--- config.mk ---
export PLATFORM = sky130hd
export DESIGN_NAME = seg7_scan_decoder
export DESIGN_NICKNAME = d
export VERILOG_FILES = /design/src/rtl/seg7_scan_decoder.sv
export SDC_FILE = /design/constraint.sdc
export NUM_CORES = 1
export LEC_CHECK = 0
export BUFFER_PORTS_ARGS = -buffer_cell sky130_fd_sc_hd__buf_2
export CORE_AREA = 2 2 86 88
export CTS_CLUSTER_DIAMETER = 60
export CTS_CLUSTER_SIZE = 10
export DETAILED_ROUTE_END_ITERATION = 10
export DIE_AREA = 0 0 88 90
export GPL_TIMING_DRIVEN = 0
export PLACE_DENSITY = 0.59
export REMOVE_ABC_BUFFERS = 1
export SYNTH_ARGS = -nofsm -noshare
export SYNTH_HDL_FRONTEND = slang
export SYNTH_SLANG_ARGS = --single-unit
--- constraint.sdc ---
create_clock -name clk -period 8.6 [get_ports clk]
set_clock_uncertainty 0.05 [all_clocks]
set_input_delay 0.86 -clock clk [delete_from_list [all_inputs] [get_ports clk]]
set_output_delay 0.86 -clock clk [all_outputs]
set_load 0.01 [all_outputs]
--- src/rtl/seg7_scan_decoder.sv ---
// Recovers hex nibbles from a scanned, multiplexed, active-low 7-segment bus.
// Patterns must be stable before commit; changes are reported through a one-entry valid/ready buffer.
module seg7_scan_decoder #(
    parameter int DIGITS     = 4,
    parameter int STABLE_CYC = 4
) (
    input  logic                  clk,
    input  logic                  rst,
    input  logic                  sample_en,
    input  logic [6:0]            seg_in,
    input  logic [DIGITS-1:0]     an_in,
    output logic [4*DIGITS-1:0]   digit_out,
    output logic [DIGITS-1:0]     digit_valid,
    output logic [DIGITS-1:0]     invalid_err,
    output logic                  upd_valid,
    input  logic                  upd_ready,
    output logic [2:0]            upd_idx,
    output logic [3:0]            upd_nibble,
    output logic                  upd_err,
    output logic                  upd_overrun
);

    localparam logic [3:0] STABLE = 4'(STABLE_CYC);

    // Returns {legal, nibble}; bit order of seg is {g,f,e,d,c,b,a}, active low.
    function automatic logic [4:0] decode(input logic [6:0] s);
        logic [4:0] r;
        case (s)
            7'b1000000:             r = {1'b1, 4'h0};
            7'b1111001:             r = {1'b1, 4'h1};
            7'b0100100:             r = {1'b1, 4'h2};
            7'b0110000:             r = {1'b1, 4'h3};
            7'b0011001:             r = {1'b1, 4'h4};
            7'b0010010, 7'b0010110: r = {1'b1, 4'h5};
            7'b0000010:             r = {1'b1, 4'h6};
            7'b1111000:             r = {1'b1, 4'h7};
            7'b0000000:             r = {1'b1, 4'h8};
            7'b0010000:             r = {1'b1, 4'h9};
            7'b0001000:             r = {1'b1, 4'hA};
            7'b0000011:             r = {1'b1, 4'hB};
            7'b1000110:             r = {1'b1, 4'hC};
            7'b0100001:             r = {1'b1, 4'hD};
            7'b0000110:             r = {1'b1, 4'hE};
            7'b0001110:             r = {1'b1, 4'hF};
            default:                r = 5'd0;
        endcase
        return r;
    endfunction

    logic [6:0]          last_seg_q, last_seg_d;
    logic [2:0]          last_idx_q, last_idx_d;
    logic [3:0]          count_q, count_d;
    logic [4*DIGITS-1:0] digit_q, digit_d;
    logic [DIGITS-1:0]   dvalid_q, dvalid_d;
    logic [DIGITS-1:0]   derr_q, derr_d;
    logic                upd_valid_q, upd_valid_d;
    logic [2:0]          upd_idx_q, upd_idx_d;
    logic [3:0]          upd_nibble_q, upd_nibble_d;
    logic                upd_err_q, upd_err_d;
    logic                overrun_q, overrun_d;

    logic [3:0] zero_cnt;
    logic [2:0] sel_idx;
    logic       qualify;
    logic       new_pair;
    logic [3:0] base_cnt;
    logic       commit;
    logic [4:0] dec;
    logic [3:0] cur_nib;
    logic       cur_valid;
    logic       cur_err;
    logic       changed;

    always_comb begin
        zero_cnt = 4'd0;
        sel_idx  = 3'd0;
        for (int i = 0; i < DIGITS; i++) begin
            if (!an_in[i]) begin
                zero_cnt = zero_cnt + 4'd1;
                sel_idx  = 3'(i);
            end
        end
        qualify  = sample_en && (zero_cnt == 4'd1);
        new_pair = (sel_idx != last_idx_q) || (seg_in != last_seg_q);
        // A fresh pair restarts from zero, so STABLE_CYC=1 commits on its first sample.
        base_cnt = new_pair ? 4'd0 : count_q;
        commit   = qualify && (base_cnt < STABLE) && (base_cnt + 4'd1 == STABLE);
        dec      = decode(seg_in);
    end

    always_comb begin
        cur_nib   = 4'd0;
        cur_valid = 1'b0;
        cur_err   = 1'b0;
        for (int i = 0; i < DIGITS; i++) begin
            if (sel_idx == 3'(i)) begin
                cur_nib   = digit_q[4*i +: 4];
                cur_valid = dvalid_q[i];
                cur_err   = derr_q[i];
            end
        end
        if (dec[4]) changed = (cur_nib != dec[3:0]) || !cur_valid || cur_err;
        else        changed = cur_valid || !cur_err;
    end

    always_comb begin
        last_seg_d = last_seg_q;
        last_idx_d = last_idx_q;
        count_d    = count_q;
        if (sample_en) begin
            if (!qualify) begin
                count_d = 4'd0;
            end else begin
                if (new_pair) begin
                    last_seg_d = seg_in;
                    last_idx_d = sel_idx;
                end
                count_d = (base_cnt < STABLE) ? base_cnt + 4'd1 : base_cnt;
            end
        end
    end

    always_comb begin
        digit_d  = digit_q;
        dvalid_d = dvalid_q;
        derr_d   = derr_q;
        if (commit) begin
            for (int i = 0; i < DIGITS; i++) begin
                if (sel_idx == 3'(i)) begin
                    if (dec[4]) begin
                        digit_d[4*i +: 4] = dec[3:0];
                        dvalid_d[i]       = 1'b1;
                        derr_d[i]         = 1'b0;
                    end else begin
                        dvalid_d[i] = 1'b0;
                        derr_d[i]   = 1'b1;
                    end
                end
            end
        end
    end

    // Valid/ready: a record transfers on an edge with upd_valid=1 and upd_ready=1;
    // fields hold while valid and not ready, except that a newer record overwrites them.
    always_comb begin
        upd_valid_d  = upd_valid_q;
        upd_idx_d    = upd_idx_q;
        upd_nibble_d = upd_nibble_q;
        upd_err_d    = upd_err_q;
        overrun_d    = overrun_q;
        if (commit && changed) begin
            if (upd_valid_q && !upd_ready) overrun_d = 1'b1;
            upd_valid_d  = 1'b1;
            upd_idx_d    = sel_idx;
            upd_nibble_d = dec[4] ? dec[3:0] : 4'd0;
            upd_err_d    = !dec[4];
        end else if (upd_valid_q && upd_ready) begin
            upd_valid_d = 1'b0;
        end
    end

    always_ff @(posedge clk or posedge rst) begin
        if (rst) begin
            last_seg_q   <= 7'h7F;
            last_idx_q   <= 3'd0;
            count_q      <= 4'd0;
            digit_q      <= '0;
            dvalid_q     <= '0;
            derr_q       <= '0;
            upd_valid_q  <= 1'b0;
            upd_idx_q    <= 3'd0;
            upd_nibble_q <= 4'd0;
            upd_err_q    <= 1'b0;
            overrun_q    <= 1'b0;
        end else begin
            last_seg_q   <= last_seg_d;
            last_idx_q   <= last_idx_d;
            count_q      <= count_d;
            digit_q      <= digit_d;
            dvalid_q     <= dvalid_d;
            derr_q       <= derr_d;
            upd_valid_q  <= upd_valid_d;
            upd_idx_q    <= upd_idx_d;
            upd_nibble_q <= upd_nibble_d;
            upd_err_q    <= upd_err_d;
            overrun_q    <= overrun_d;
        end
    end

    assign digit_out   = digit_q;
    assign digit_valid = dvalid_q;
    assign invalid_err = derr_q;
    assign upd_valid   = upd_valid_q;
    assign upd_idx     = upd_idx_q;
    assign upd_nibble  = upd_nibble_q;
    assign upd_err     = upd_err_q;
    assign upd_overrun = overrun_q;

endmodule
== Word-level counts from Yosys, hierarchy flattened ==
Cells that the tools add are included.

* $add $sub $neg: 4
* $lt $le $gt $ge: 1
* Equality and inequality tests: 24
* Mux-type cells: 29
* Reduce and logical (&&, ||, !) cells: 28

{| class="wikitable"
|+ Operator list
! kind !! count
|-
| $pmux 5 s16 || 1
|-
| $mux 4 || 11
|-
| $eq 7x5->1 const B || 4
|-
| $eq 7x7->1 const B || 4
|-
| $eq 7x6->1 const B || 3
|-
| $add 4x1->4 const B || 4
|-
| $mux 1 || 15
|-
| $reduce_and 3->1 || 5
|-
| $eq 7x2->1 const B || 2
|-
| $eq 7x4->1 const B || 2
|-
| $reduce_and 2->1 || 5
|-
| $eq 7x3->1 const B || 1
|-
| $logic_not 7->1 || 1
|-
| $ne 7x7->1 || 1
|-
| $eq 3x2->1 const B || 2
|-
| $logic_and 1x1->1 || 6
|-
| $mux 3 || 2
|-
| $eq 4x1->1 const B || 1
|-
| $eq 4x3->1 const B || 1
|-
| $logic_not 1->1 || 4
|-
| $logic_or 1x1->1 || 4
|-
| $lt 4x3->1 const B || 1
|-
| $ne 4x4->1 || 1
|-
| $eq 3x1->1 const B || 1
|-
| other kinds (4) || 4
|}

* Register bits: 48
* Input bits: 15
* Output and inout bits: 34
* Logic and storage cells: 106

== Longest topological paths before layout ==
* Depth after elaboration: 14
* Gate-level depth with buffers: 14
* Depth with buffers taken out: 12

== Least setup slack after synthesis ==
Ideal clock, no wire load.

* Path kind: input to register
* Start point: input port an_in[1]
* End point: register digit_q[3] (netlist: digit_out[3])
* Arrival time: 3666 ps
* Required time: 8422 ps
* Path slack: 4756 ps
* Stages: 13
* Cells stage by stage: buf_2 > inv_1 > ha_1 > xnor2_1 > ha_1 > or3_1 > o211ai_1 > and4b_1 > nand4b_1 > or3_1 > clkbuf_1 > nor2_1 > mux2_1

* Cells in the longest elaborated chain, start to end: 10
* Elaborated cells on any way between the ends: 20
* Those cells by class: add/sub (3); order compare (1); eq/ne (3); mux (7); reduce/logical (6)

{| class="wikitable"
|+ RTL lines
! item !! line !! source
|-
| start, declared || 11 || <nowiki>input logic [DIGITS-1:0] an_in,</nowiki>
|-
| $mux 4 / $mux 1 (equally long branches) || 78 || <nowiki>if (!an_in[i]) begin</nowiki>
|-
| $add 4x1->4 / $mux 3 (equally long branches) || 79, 78 ||
|-
| $mux 4 / $mux 3 (equally long branches) || 78 ||
|-
| $add 4x1->4 / $ne 3x3->1 (equally long branches) || 79, 84 ||
|-
| $mux 4 / $logic_or 1x1->1 (equally long branches) || 78, 84 ||
|-
| $eq 4x1->1 / $mux 4 (equally long branches) || 83, 86 ||
|-
| $logic_and 1x1->1, or another cell as far along || 83 || <nowiki>qualify = sample_en && (zero_cnt == 4'd1);</nowiki>
|-
| $logic_and 1x1->1 / $eq 4x3->1 (equally long branches) || 87 || <nowiki>commit = qualify && (base_cnt < STABLE) && (base_cnt + 4'd1 == STABLE);</nowiki>
|-
| $logic_and 1x1->1 || 87 ||
|-
| $reduce_and 3->1 (no source line) * || -- ||
|-
| end signal, assigned || 179 || <nowiki>digit_q <= digit_d;</nowiki>
|-
| end, declared || 53 || <nowiki>logic [4*DIGITS-1:0] digit_q, digit_d;</nowiki>
|}

Every way passes the cells marked *; elsewhere a longest branch is shown, timed or not.
A chain may end at the register's enable or synchronous reset.

== Worst setup path after layout ==
* Start point: input port an_in[1]
* End point: register upd_nibble_q[2] (netlist: upd_nibble[2])

* Cells in the longest elaborated chain, start to end: 13
* Elaborated cells on any way between the ends: 42
* Those cells by class: add/sub (3); order compare (1); eq/ne (7); mux (20); reduce/logical (11)

{| class="wikitable"
|+ RTL lines
! item !! line !! source
|-
| parallel branches: the longest is 12 deep, another holds $add 4x1->4 || -- ||
|-
| $logic_and 1x1->1 * || 151 || <nowiki>if (commit && changed) begin</nowiki>
|-
| end signal, assigned || 184 || <nowiki>upd_nibble_q <= upd_nibble_d;</nowiki>
|-
| end, declared || 58 || <nowiki>logic [3:0] upd_nibble_q, upd_nibble_d;</nowiki>
|}

Every way passes the cells marked *.

==> reports/qor.yml <==
fill_cells: 699
crit_family: "simple AND/OR/NAND/NOR gates"
dpl.cell_count: 397
worstSetupPathType: "primary input to register"
synth_fa_ha_area_share_pct: 2.28
ys.flop_type: "dfrtp_1"
cap_viol_max_count: 0
p_comb_share_pct: 17.3
hold_buffers: 0
synth_edf_count: 0
vias: 2147
cts_made_buffers: 5
p_int_w: 0.000331
slowest_delay_ns: 0.50
layout.cells.non_filler: 404
end_kind: "register"
reg2reg_to: "upd_nibble[2]"
fp.dieH_um: 90
crit_top_cell: "ha_1"
arrival_ns: 4.49
portBuffers: 47
synth_warnings: 0
powerDensity_mw_per_mm2: 146
final_common_cell: "buf_2"
grt_usage_pct: 16.2
ant_nets: 0
diodes: 0
drt-total-wl_um: 6110
fmax_mhz: 229
p_leak_nw: 1.50
place_congestion: 0.790
final-hold-violation-count: 0
cts.clk_slew.worst_paths_ns: 0.08
endpoint: "upd_nibble[2]"
drt_iter0_drc: 75
core_mm2: 0.00702
grt_pass1_wl_um: 10100
grt_max_degree: 29
cts_tree: "built"
ys_seq_elements: 46
cp.depth: 12
synth_compound_area_share_pct: 15.7
status: "completed"
critPathLaunch: "an_in[1]"
power_w: 0.000454
tightestPinTransition_ns: 0.586
synth_area_mm2: 0.00275
switchingPower_w: 0.000123
firstDrtPassIters: 7
reg2reg_depth: 9
synth-xor-area-share_pct: 4.46
synthDistinctLibCells: 58
mostFrequentLayoutCells: "buf_2, dfrtp_1, nor2_1, nand2_1"
required_ns: 8.73
p_sw_share_pct: 27.2
slowest_stage: "and4b_1"
antenna_found_initial: 0
syn_to_final_growth_pct: 13.5
seq_power_share_pct: 55.1
r2r_start: "last_idx_q[0]"
setup_viol_count_final: 0
drive_gt1_share_pct: 26.2
overflow: 0
clk_latency_ns: 0.29
rsz0062_at_grt: "no"
clkPwrFrac_pct: 27.7
critPathLaunchType: "primary input"
vias_per_cell: 5.31
synth_async_sr_flop_share_pct: 100
synth_seq_area_share_pct: 42.2
hpwl_um: 4400
final_nets: 325
fin_crit_sh_pct: 50.7
crit_buf_inv: 2
synth_top_family_by_area: "simple AND/OR/NAND/NOR gates"
ir_worst_vdd_v: 0.0000941
wl_per_cell_um: 15.1
cp_cell_sequence: "buf_2 > inv_1 > ha_1 > xnor2_1 > ha_1 > or3_1 > o211ai_1 > and4b_1 > nand4b_1 > o21bai_1 > a41oi_4 > mux2_4"
cts.sinks: 46
report.final.slew_viol_count: 0
row_count: 31
synth.avg_cell_area_um2: 10.2
synthCells: 269
r2r_setup_slack_ns: 5.32
cts_root_buf: "clkbuf_8"
drc: 0
muxShareOfSynthArea_pct: 14.1
post_synth_and_or_nand_nor_area_fraction_pct: 16.6
cts-resized-gates: 0
cp_max_fo: 12
io_pins: 49
grt_pass1_vias: 1989
hp-class: "register to register"
initial_core_util_pct: 39.1
cts.path.max_buffers: 2
finalCriticalPeriod_ns: 4.36
ctsHtreeMaxLevel: 2
dieArea_mm2: 0.00792
relSlewSlack_pct: 60.9
post_cts_buffers: 0
tns_ns: 0
dieWidth_um: 88
## through the flow
step	hold slack, ns	setup WS (ns)	util [%]	cell area [µm²]
after floorplan	0.408	4.81	-	2660
after global placement	0.402	3.94	43.1	3020
after detailed placement	0.405	3.92	43.3	3040
after CTS	0.433	4.22	44.4	3120
after global routing	0.454	4.03	44.4	3120
final	0.432	4.24	44.4	3120
## synthesized netlist by cell type (all sizes together), types with 2 or more instances
cell type  count  area [µm²]
dfrtp         39         976
mux2          27         327
nor2          20        75.1
nand2         17        63.8
xnor2         13         114
a21oi         11        55.1
clkbuf        11        41.3
inv           11        41.3
o21ai         11        55.1
buf            8        42.5
a22o           7        61.3
dfstp          7         184
nand3          7        35.0
mux2i          6        60.1
nor3           6        40.0
ha             5        62.6
o211ai         5        42.5
or3            5        31.3
nor3b          4        30.0
and2           3        18.8
nand2b         3        18.8
nor2b          3        18.8
a211oi         2        15.0
a221o          2        20.0
a31oi          2        12.5
a32o           2        20.0
and4b          2        20.0
nand3b         2        15.0
nand4          2        12.5
nand4b         2        17.5
o2111ai        2        17.5
o31ai          2        15.0
## sequential cells by signal (all words and copies together) (netlist names)
signal	flops
invalid_err	4
upd_err	1
count_q	4
digit_valid	4
last_seg_q	7
upd_idx	2
last_idx_q	2
upd_overrun	1
digit_out	16
upd_valid	1
upd_nibble	4
## worst min path at each step
stage | start | to | slack, ns | cells past startpoint
floorplan | count_q[1] | count_q[1] | 0.41 | 1
global placement | upd_overrun | upd_overrun | 0.40 | 1
detailed placement | upd_overrun | upd_overrun | 0.40 | 1
CTS | upd_overrun | upd_overrun | 0.43 | 1
global route | last_seg_q[2] | last_seg_q[2] | 0.45 | 2
finish | upd_overrun | upd_overrun | 0.43 | 1
## logic make-up after synthesis
family | Yosys count
mux | 33
other cells | 1
fa+ha+maj | 5
flops | 46
buf+inv | 30
compound gates | 57
simple gates | 83
xor+xnor | 14
## layer usage
layer	track usage (%)	vias to the layer above	part of all wire, %
met3	3.67	2	4.3
met5	0	-	0
met4	3.85	0	0.46
met2	24.7	46	47
met1	23.2	1054	48
li1	-	1045	-
## power by group through the flow
stage	Clock [W]	Sequential [W]	Combinational (W)
final	0.000126	0.000250	0.0000783
after global routing	0.000139	0.000252	0.0000890
after detailed placement	0	0.000254	0.0000793
after global placement	0	0.000253	0.0000763
after floorplan	0	0.000252	0.0000549
after CTS	0.000131	0.000250	0.0000795
## final cells by class
class | count | area, µm² | share of cell area, %
multi-input combinational | 193 | 1460 | 46.9
sequential | 46 | 1160 | 37.2
timing repair buffer | 48 | 255 | 8.18
tap | 99 | 124 | 3.97
clock buffer | 7 | 76.3 | 2.45
inverter | 11 | 41.3 | 1.32
Note: power is estimated with default switching activity, not from simulation.
